[src/rtl/audio_sample_feeder_if.sv]
// audio_sample_feeder_if
//   Groups the two data-path handshakes of the sample feeder:
//   - write port from the storage/decoder side (valid/ready, one stereo frame per beat)
//   - sample port towards the I2S master (send/done, one stereo frame per transfer)
//   Signal suffixes (_i/_o) are named from the feeder's point of view.
//
// Modports
//   slave  : the feeder itself (accepts writes, offers frames to the I2S master)
//   master : the surrounding system (producer plus I2S master)
interface audio_sample_feeder_if #(
    parameter int DATA_BITS = 16
);
    logic [DATA_BITS-1:0] wr_data_L_i;
    logic [DATA_BITS-1:0] wr_data_R_i;
    logic                 wr_valid_i;
    logic                 wr_ready_o;

    logic [DATA_BITS-1:0] i2s_sample_data_L_o;
    logic [DATA_BITS-1:0] i2s_sample_data_R_o;
    logic                 i2s_send_o;
    logic                 i2s_done_i;

    modport slave (
        input  wr_data_L_i, wr_data_R_i, wr_valid_i, i2s_done_i,
        output wr_ready_o, i2s_sample_data_L_o, i2s_sample_data_R_o, i2s_send_o
    );

    modport master (
        output wr_data_L_i, wr_data_R_i, wr_valid_i, i2s_done_i,
        input  wr_ready_o, i2s_sample_data_L_o, i2s_sample_data_R_o, i2s_send_o
    );
endinterface

[src/rtl/audio_sample_feeder.sv]
// audio_sample_feeder
//   Stereo sample FIFO and playback controller placed directly upstream of the
//   I2S master. Frames pushed on the write port are buffered; once enough frames
//   are stored the FIFO head is offered to the I2S master with volume
//   attenuation and mute applied. Prefill, underrun detection and flush keep the
//   codec from ever seeing stale data.
//
// Ports
//   clk, rst        : system clock (shared with the I2S master), async active-high reset
//   sif (slave)     : write port (wr_data_L/R, wr_valid, wr_ready) and
//                     I2S sample port (i2s_sample_data_L/R, i2s_send, i2s_done)
//   play_i          : level, 1 = play, 0 = stop
//   flush_i         : single-cycle pulse emptying the FIFO
//   mute_i          : force output samples to zero (frames are still consumed)
//   vol_shift_i     : arithmetic right-shift attenuation 0..15
//   fifo_level_o    : frames currently stored (registered)
//   underrun_cnt_o  : saturating count of transfers taken from an empty FIFO
//   playing_o       : high while in the PLAY state
module audio_sample_feeder #(
    parameter int DATA_BITS   = 16,
    parameter int DEPTH       = 64,
    parameter int START_LEVEL = 32,
    parameter int CNT_BITS    = 16
) (
    input  logic                     clk,
    input  logic                     rst,
    audio_sample_feeder_if.slave     sif,
    input  logic                     play_i,
    input  logic                     flush_i,
    input  logic                     mute_i,
    input  logic [3:0]               vol_shift_i,
    output logic [$clog2(DEPTH):0]   fifo_level_o,
    output logic [CNT_BITS-1:0]      underrun_cnt_o,
    output logic                     playing_o
);
    localparam int PTR_BITS = $clog2(DEPTH);
    localparam int LVL_BITS = PTR_BITS + 1;
    localparam logic [LVL_BITS-1:0] FULL_LEVEL  = LVL_BITS'(DEPTH);
    localparam logic [LVL_BITS-1:0] START_LVL   = LVL_BITS'(START_LEVEL);

    typedef enum logic [1:0] {
        STOP = 2'd0,
        FILL = 2'd1,
        PLAY = 2'd2
    } state_t;

    state_t                state_q, state_d;
    logic [PTR_BITS-1:0]   wr_ptr_q, wr_ptr_d;
    logic [PTR_BITS-1:0]   rd_ptr_q, rd_ptr_d;
    logic [LVL_BITS-1:0]   level_q, level_d;
    logic [CNT_BITS-1:0]   underrun_cnt_q, underrun_cnt_d;
    logic                  send_q, send_d;
    logic                  playing_q, playing_d;

    logic [DATA_BITS-1:0]  mem_l [DEPTH];
    logic [DATA_BITS-1:0]  mem_r [DEPTH];

    logic                  fifo_empty;
    logic                  fifo_full;
    logic                  push;
    logic                  transfer;
    logic                  pop;
    logic                  underrun;
    logic signed [DATA_BITS-1:0] head_l;
    logic signed [DATA_BITS-1:0] head_r;

    assign fifo_empty = (level_q == '0);
    assign fifo_full  = (level_q == FULL_LEVEL);

    // Ready drops during a flush so the simultaneous write is cleanly refused.
    assign sif.wr_ready_o = !fifo_full && !flush_i;
    assign push           = sif.wr_valid_i && sif.wr_ready_o;

    // A transfer from an empty FIFO is an underrun, even if a push lands in the
    // same cycle: the pushed frame is not at the head until the next cycle.
    assign transfer = send_q && sif.i2s_done_i;
    assign pop      = transfer && !fifo_empty;
    assign underrun = transfer && fifo_empty;

    // Pointer and level bookkeeping; flush overrides any push or pop.
    always_comb begin
        wr_ptr_d = wr_ptr_q;
        rd_ptr_d = rd_ptr_q;
        level_d  = level_q;
        if (flush_i) begin
            wr_ptr_d = '0;
            rd_ptr_d = '0;
            level_d  = '0;
        end else begin
            if (push) wr_ptr_d = wr_ptr_q + PTR_BITS'(1);
            if (pop)  rd_ptr_d = rd_ptr_q + PTR_BITS'(1);
            case ({push, pop})
                2'b10:   level_d = level_q + LVL_BITS'(1);
                2'b01:   level_d = level_q - LVL_BITS'(1);
                default: level_d = level_q;
            endcase
        end
    end

    // Underrun counter sticks at all-ones rather than wrapping back to zero.
    always_comb begin
        underrun_cnt_d = underrun_cnt_q;
        if (underrun && (underrun_cnt_q != '1)) begin
            underrun_cnt_d = underrun_cnt_q + CNT_BITS'(1);
        end
    end

    // Playback FSM. Stopping wins over everything, then flush, then underrun.
    // Flush with play held keeps FILL in FILL so the emptied FIFO is refilled
    // before playback resumes.
    always_comb begin
        state_d = state_q;
        case (state_q)
            STOP: begin
                if (play_i) state_d = FILL;
            end
            FILL: begin
                if (!play_i)                           state_d = STOP;
                else if (!flush_i && level_q >= START_LVL) state_d = PLAY;
            end
            PLAY: begin
                if (!play_i)                  state_d = STOP;
                else if (flush_i || underrun) state_d = FILL;
            end
            default: state_d = STOP;
        endcase
        send_d    = (state_d == PLAY);
        playing_d = (state_d == PLAY);
    end

    // Control state with asynchronous reset so send drops immediately on reset.
    always_ff @(posedge clk or posedge rst) begin
        if (rst) begin
            state_q        <= STOP;
            wr_ptr_q       <= '0;
            rd_ptr_q       <= '0;
            level_q        <= '0;
            underrun_cnt_q <= '0;
            send_q         <= 1'b0;
            playing_q      <= 1'b0;
        end else begin
            state_q        <= state_d;
            wr_ptr_q       <= wr_ptr_d;
            rd_ptr_q       <= rd_ptr_d;
            level_q        <= level_d;
            underrun_cnt_q <= underrun_cnt_d;
            send_q         <= send_d;
            playing_q      <= playing_d;
        end
    end

    // Sample storage needs no reset: an empty FIFO always outputs zero.
    always_ff @(posedge clk) begin
        if (push) begin
            mem_l[wr_ptr_q] <= sif.wr_data_L_i;
            mem_r[wr_ptr_q] <= sif.wr_data_R_i;
        end
    end

    assign head_l = mem_l[rd_ptr_q];
    assign head_r = mem_r[rd_ptr_q];

    // Attenuation is a sign-preserving shift; mute or an empty FIFO gives silence.
    always_comb begin
        sif.i2s_sample_data_L_o = '0;
        sif.i2s_sample_data_R_o = '0;
        if (!mute_i && !fifo_empty) begin
            sif.i2s_sample_data_L_o = head_l >>> vol_shift_i;
            sif.i2s_sample_data_R_o = head_r >>> vol_shift_i;
        end
    end

    assign sif.i2s_send_o    = send_q;
    assign playing_o         = playing_q;
    assign fifo_level_o      = level_q;
    assign underrun_cnt_o    = underrun_cnt_q;
endmodule

[src/flat_wrapper.sv]
// flat-port wrapper written by rule: the top's interface ports become plain ports
module audio_sample_feeder_flat 
#(
    parameter int DATA_BITS   = 16,
    parameter int DEPTH       = 64,
    parameter int START_LEVEL = 32,
    parameter int CNT_BITS    = 16
)
  (clk, rst, play_i, flush_i, mute_i, vol_shift_i, fifo_level_o, underrun_cnt_o, playing_o, sif_wr_data_L_i, sif_wr_data_R_i, sif_wr_valid_i, sif_i2s_done_i, sif_wr_ready_o, sif_i2s_sample_data_L_o, sif_i2s_sample_data_R_o, sif_i2s_send_o);
  audio_sample_feeder_if #(.DATA_BITS(DATA_BITS)) sif_i ();
  input  logic clk;
  input  logic rst;
  input  logic play_i;
  input  logic flush_i;
  input  logic mute_i;
  input  logic [3:0] vol_shift_i;
  output logic [$clog2(DEPTH):0] fifo_level_o;
  output logic [CNT_BITS-1:0] underrun_cnt_o;
  output logic playing_o;
  input wire logic [$bits(sif_i.wr_data_L_i)-1:0] sif_wr_data_L_i;
  input wire logic [$bits(sif_i.wr_data_R_i)-1:0] sif_wr_data_R_i;
  input wire logic [$bits(sif_i.wr_valid_i)-1:0] sif_wr_valid_i;
  input wire logic [$bits(sif_i.i2s_done_i)-1:0] sif_i2s_done_i;
  output wire logic [$bits(sif_i.wr_ready_o)-1:0] sif_wr_ready_o;
  output wire logic [$bits(sif_i.i2s_sample_data_L_o)-1:0] sif_i2s_sample_data_L_o;
  output wire logic [$bits(sif_i.i2s_sample_data_R_o)-1:0] sif_i2s_sample_data_R_o;
  output wire logic [$bits(sif_i.i2s_send_o)-1:0] sif_i2s_send_o;
  assign sif_i.wr_data_L_i = sif_wr_data_L_i;
  assign sif_i.wr_data_R_i = sif_wr_data_R_i;
  assign sif_i.wr_valid_i = sif_wr_valid_i;
  assign sif_i.i2s_done_i = sif_i2s_done_i;
  assign sif_wr_ready_o = sif_i.wr_ready_o;
  assign sif_i2s_sample_data_L_o = sif_i.i2s_sample_data_L_o;
  assign sif_i2s_sample_data_R_o = sif_i.i2s_sample_data_R_o;
  assign sif_i2s_send_o = sif_i.i2s_send_o;
  audio_sample_feeder #(.DATA_BITS(DATA_BITS), .DEPTH(DEPTH), .START_LEVEL(START_LEVEL), .CNT_BITS(CNT_BITS)) u_core (.clk(clk), .rst(rst), .sif(sif_i), .play_i(play_i), .flush_i(flush_i), .mute_i(mute_i), .vol_shift_i(vol_shift_i), .fifo_level_o(fifo_level_o), .underrun_cnt_o(underrun_cnt_o), .playing_o(playing_o));
endmodule
[config.mk]
export PLATFORM = sky130hd
export DESIGN_NAME = audio_sample_feeder_flat
export DESIGN_NICKNAME = d
export VERILOG_FILES = /design/src/rtl/audio_sample_feeder_if.sv /design/src/rtl/audio_sample_feeder.sv /design/src/flat_wrapper.sv
export SDC_FILE = /design/constraint.sdc
export NUM_CORES = 2
export LEC_CHECK = 0
export BUFFER_PORTS_ARGS = -buffer_cell sky130_fd_sc_hd__buf_2
export CORE_ASPECT_RATIO = 1.4
export CORE_MARGIN = 4
export CORE_UTILIZATION = 30
export CTS_CLUSTER_SIZE = 24
export DETAILED_ROUTE_END_ITERATION = 7
export GPL_ROUTABILITY_DRIVEN = 0
export PLACE_DENSITY_LB_ADDON = 0.15
export SETUP_SLACK_MARGIN = 0.1
export SLEW_MARGIN = 20
export SYNTH_ARGS = -nofsm -noshare
export SYNTH_HDL_FRONTEND = slang
export SYNTH_SLANG_ARGS = --single-unit
[constraint.sdc]
create_clock -name clk -period 4 [get_ports clk]
set_input_delay 0.2 -clock clk [delete_from_list [all_inputs] [get_ports clk]]
set_output_delay 0.2 -clock clk [all_outputs]
set_load 0.02 [all_outputs]
After elaboration in Yosys (flattened, before gate mapping). Memory sizes are Yosys's and may differ from the RTL's. Cells that the tools add are included.

Register bits: 38. Bits in latches: 0. Bits in writable memories: 2048. Bits in read-only memories: 0. Bits of input ports: 43. Word-level logic and storage cells: 57. Memories: 2.

$add $sub $neg: 5. $mul: 0. Div/mod/pow operators: 0. Magnitude comparators: 1. Equality and inequality tests: 7. Shifts and indexed selects: 2. Mux-type cells: 16. Bitwise gates (word level): 0. Reduce and logical (&&, ||, !) cells: 18.

Memories: u_core.mem_l (words 64, width 16, read ports 1, clocked after memory_dff 0, write ports 1, RTL line audio_sample_feeder.sv:55) `logic [DATA_BITS-1:0] mem_l [DEPTH];`; u_core.mem_r (words 64, width 16, read ports 1, clocked after memory_dff 0, write ports 1, RTL line audio_sample_feeder.sv:56) `logic [DATA_BITS-1:0] mem_r [DEPTH];`.

Operator list (count): 2-to-1 mux 16 bit (2); >>> shifter 16 x 4 -> 16 bit (2); 2-to-1 mux 6 bit (4); adder 16 x 1 -> 16 bit, second input constant (1); != test 16 bit, second input constant (1); case mux 7 bit (2 select lines) (1); adder 6 x 1 -> 6 bit, second input constant (2); 2-to-1 mux 2 bit (5); logical AND 1 bit (8); adder 7 x 1 -> 7 bit, second input constant (1); == test 7 bit, second input constant (1); >= comparator 7 x 6 -> 1 bit, second input constant (1); zero test 7 bit (1); 2-to-1 mux 7 bit (1); subtractor 7 x 1 -> 7 bit, second input constant (1); == test 2 bit, second input constant (3); case mux 2 bit (3 select lines) (1); == test 2 x 1 -> 1 bit, second input constant (2); zero test 1 bit (4); nonzero test 2 bit (2); nonzero test 3 bit (1); zero test 2 bit (1); 2-to-1 mux 1 bit (2); logical OR 1 bit (1).

Logic depth before layout (Yosys ltp).
Word-level depth: 7. Depth in mapped cells: 15. Gate-level depth less buffers: 12.

Least setup slack after synthesis. Ideal clock, no wire load.

Path kind: register to register. Start point: register u_core.level_q[1] (netlist: u_core.fifo_level_o[1]). End point: memory u_core.mem_l[54][0] (enable). Library setup time: 421 ps. Arrival: 3290 ps. Required time: 3579 ps. Slack: 289 ps. Cell stages (with the launch flop): 7. Period minus slack after synthesis: 3711 ps. Path through: dfrtp_1 -> clkbuf_1 -> nor3_1 -> a311oi_2 -> nor2b_1 -> nand3_1 -> nor2_1.

Cells in the longest elaborated chain, start to end: 6.

RTL lines: start, declared (RTL line audio_sample_feeder.sv:50) `logic [LVL_BITS-1:0] level_q, level_d;`; start signal, assigned (RTL line audio_sample_feeder.sv:145) `level_q <= level_d;`; == test 7 bit (RTL line audio_sample_feeder.sv:68) `assign fifo_full = (level_q == FULL_LEVEL);`; zero test 1 bit (RTL line audio_sample_feeder.sv:71) `assign sif.wr_ready_o = !fifo_full && !flush_i;`; logical AND 1 bit (RTL line audio_sample_feeder.sv:71); logical AND 1 bit (RTL line audio_sample_feeder.sv:72) `assign push = sif.wr_valid_i && sif.wr_ready_o;`; 2-to-1 mux 1 bit (RTL line audio_sample_feeder.sv:154) `if (push) begin`; 2-to-1 mux 1 bit (implied by the code) (RTL line audio_sample_feeder.sv:155) `mem_l[wr_ptr_q] <= sif.wr_data_L_i;`; end, declared (RTL line audio_sample_feeder.sv:55).

No other way between the ends.

Worst setup path after layout.
Start point: register u_core.rd_ptr_q[1]. End point: output port sif_i2s_sample_data_R_o[0].

Cells in the longest elaborated chain, start to end: 3.

RTL lines: start, declared (RTL line audio_sample_feeder.sv:49) `logic [PTR_BITS-1:0] rd_ptr_q, rd_ptr_d;`; start signal, assigned (RTL line audio_sample_feeder.sv:144) `rd_ptr_q <= rd_ptr_d;`; memory read (64 x 16 bit); >>> shifter 16 x 4 -> 16 bit (RTL line audio_sample_feeder.sv:169) `sif.i2s_sample_data_R_o = head_r >>> vol_shift_i;`; 2-to-1 mux 16 bit (RTL line audio_sample_feeder.sv:167) `if (!mute_i && !fifo_empty) begin`; end, declared (RTL line flat_wrapper.sv:26) `output wire logic [$bits(sif_i.i2s_sample_data_R_o)-1:0] sif_i2s_sample_data_R_o;`.

No other way between the ends.

==> metrics <==
status finished, violations left; violated checks setup timing; EDFF count, synth 2,048; clk_skew 0.0718 ns; Die Wd 452 um; Final Max Slew Viols 0; Initial Utilization 30.2%; Cell Pwr Density 434 mW/mm^2; clock sinks 2,086; Port Buffers 100; Worst-path clk slew 0.06 ns; Tot Pwr 44.4 mW; Layout Utilization 37.4%; pin count of the biggest net entering global routing 65; endpoints failing setup 32; Sw Ratio 21.2%; drt total wl 291,000 um; syn avg cell area 20.2 um^2; Netlist Area Pre-Place 0.0826 mm^2; row cnt 227; most frequent cells in the layout edfxtp_1 (2,048), buf_4 (450), mux4_2 (380), mux2i_1 (264), clkbuf_16 (219); Worst Path Required 3.80 ns; Yosys reg bits 2,086; non-filler instance count after layout 8,678; Seq pwr share 54.3%; Slew headroom 29.3%; Die ar. 0.284 mm^2; r2r endpoint u_core.mem_r[56][8]; type of the worst min-delay path primary input to async pin; Die Height 629 um; Final Hold Vio Count 0; FF-to-FF setup slack 0.65 ns; worst r2r src u_core.fifo_level_o[2]; peak supply drop 0.330 mV; Period minus WS final 4.60 ns; Comb pwr share 3.0%; f_max 217 MHz; Final #Nets 4,891; antenna viol nets, final 0; Vias/cell 5.24; clock power share 42.8%; CTS Root Cell clkbuf_16; Worst EP arrival 4.40 ns; # DRC 0; syn nets 4,130; WL/cell 33.5 um; Final WS setup -0.604 ns; P_leak 32.0 nW; Net Switching 9.38 mW; TritonCTS Buffers 213; share of layout cells above drive strength 1 35.6%; fill count 25,200; Int Pwr 35.0 mW; register area share after synthesis 75.6%; RSZ-0062 raised after global routing true; crit path max fanout 7; vias in the first global route 46,500; area grow syn2layout 23.8%; Worst Setup End Kind primary output; Syn Inst Count 4,082; CP Class flop to primary output; H-tree depth 4; Startpoint Class flop; main flop type after synthesis edfxtp_1; Max-Cap Viols 0; grt total ovfl 0; commonest non-fill, non-tap cell in the layout edfxtp_1; R2R depth 7; worst-margin pin slew 1.06 ns; routed vias 45,400; worst skew pair latency 0.89 ns; first drt pass iteration count 6; GR Util All Layers 20.0%; placed insts 8,144; DR iter-0 viols 3,842; Final period util 115%; first-pass GRT wire length 397,000 um; dpl hpwl 180,000 um; CTS tree done; Cell variety after synth 87; Yosys Warn Count 0; initial antenna violation count 7; ys async rst share 1.82%; core area 0.274 mm^2; IO Count 101; Clock Tree Buf Depth 4
==> synthesized netlist by cell type, types with 25 or more instances <==
master | n | share of area (%)
nor2_1 | 149 | 0.68
o221ai_1 | 58 | 0.61
a22oi_1 | 53 | 0.48
buf_2 | 57 | 0.35
mux4_2 | 375 | 10
mux2_2 | 59 | 0.80
nand3_1 | 51 | 0.31
dfrtp_1 | 38 | 1.2
clkbuf_1 | 85 | 0.39
nand2_1 | 148 | 0.67
o211ai_1 | 25 | 0.23
a221oi_1 | 40 | 0.42
buf_6 | 53 | 0.72
edfxtp_1 | 2048 | 74
o21ai_0 | 39 | 0.24
a211o_1 | 26 | 0.28
a21oi_1 | 71 | 0.43
mux2i_1 | 284 | 3.4
==> power by group through the flow <==
stage	combinational, mW	sequential, mW	clock (mW)
after CTS	1.24	24.1	19.5
after detailed placement	1.15	24.5	0
after global placement	1.14	24.5	0
final	1.31	24.1	19.0
after global routing	1.38	24.1	20.4
after floorplan	0.347	24.5	0
==> worst max-delay path, cell delays in order (launching register included) <==
cell and delay, ns:
dfrtp_4 0.59, buf_4 0.20, buf_12 0.12, and3_1 0.21, buf_4 0.23, a221oi_4 0.31, o211ai_1 0.35, and4_4 0.37
mux4_2 0.50, and3_4 0.20, a211o_1 0.29, buf_6 0.14
==> state kept, by name, summed over array words and instances, names as in the netlist <==
name and count:
u_core.fifo_level_o 7, u_core.mem_l 1024, u_core.mem_r 1024, u_core.rd_ptr_q 6, u_core.sif.i2s_send_o 1, u_core.state_q 2
u_core.underrun_cnt_o 16, u_core.wr_ptr_q 6
==> how the worst max path moves through the flow <==
| stage | from | endpoint | slack (ns) |
|---|---|---|---|
| after floorplan | u_core.fifo_level_o[1] | u_core.mem_l[54][0] | 0.29 |
| after global placement | u_core.rd_ptr_q[0] | sif_i2s_sample_data_R_o[5] | -0.33 |
| after detailed placement | u_core.rd_ptr_q[0] | sif_i2s_sample_data_R_o[5] | -0.34 |
| after CTS | u_core.rd_ptr_q[0] | sif_i2s_sample_data_R_o[0] | -0.66 |
| after global routing | u_core.rd_ptr_q[0] | sif_i2s_sample_data_R_o[0] | -0.69 |
| final | u_core.rd_ptr_q[1] | sif_i2s_sample_data_R_o[0] | -0.60 |
==> cell families after synthesis <==
| group | Yosys count | share of synthesized area, % |
|---|---|---|
| AOI/OAI and AO/OA | 492 | 4.56 |
| xor gates and xnor gates | 28 | 0.297 |
| adders and majority gates | 5 | 0.0757 |
| buffers and inverters | 260 | 1.93 |
| DFF | 2086 | 75.6 |
| muxes | 731 | 14.9 |
| and+or+nand+nor | 480 | 2.68 |
==> per-layer routing <==
| metal | GRT usage [%] | routed length (um) | vias to the layer above |
|---|---|---|---|
| met5 | 0 | 21 | - |
| met4 | 5.77 | 10000 | 4 |
| met3 | 2.54 | 14800 | 397 |
| met2 | 35.7 | 150000 | 1387 |
| met1 | 25.4 | 116000 | 25000 |
| li1 | - | - | 18600 |
==> final cells by class <==
type	count	area, um^2	share of cell area, %
timing repair buffer	786	8330	8.14
inverter	20	77.6	0.0758
clock inverter	119	843	0.824
sequential	2086	62500	61.1
multi-input combinational	1736	20400	19.9
tap	3664	4580	4.48
clock buffer	261	5590	5.47
antenna	6	15.0	0.0147
==> repair_timing <==
action / in CTS / in global routing
resized for setup: 258 / 191
pin swaps: 47 / 67
endpoints found under the setup margin: 32 / 32
gates cloned: 7 / 4
hold buffers: 27 / 5
buffers inserted: 66 / 44
endpoints found under the hold margin: 592 / 303
==> through the flow <==
| step | hold slack (ns) | area (um^2) | setup WS, ns | setup TNS [ns] |
|---|---|---|---|---|
| 6_report | 0.0607 | 102000 | -0.604 | -13.13 |
| 5_1_grt | 0.0633 | 102000 | -0.688 | -16.43 |
| 4_1_cts | 0.0112 | 101000 | -0.658 | -15.38 |
| 3_5_place_dp | 0.405 | 92400 | -0.336 | -2.01 |
| 3_3_place_gp | 0.393 | 92400 | -0.332 | -2.43 |
| 2_1_floorplan | 0.299 | 82600 | 0.289 | 0 |
Power figures use the tool's default switching activity.
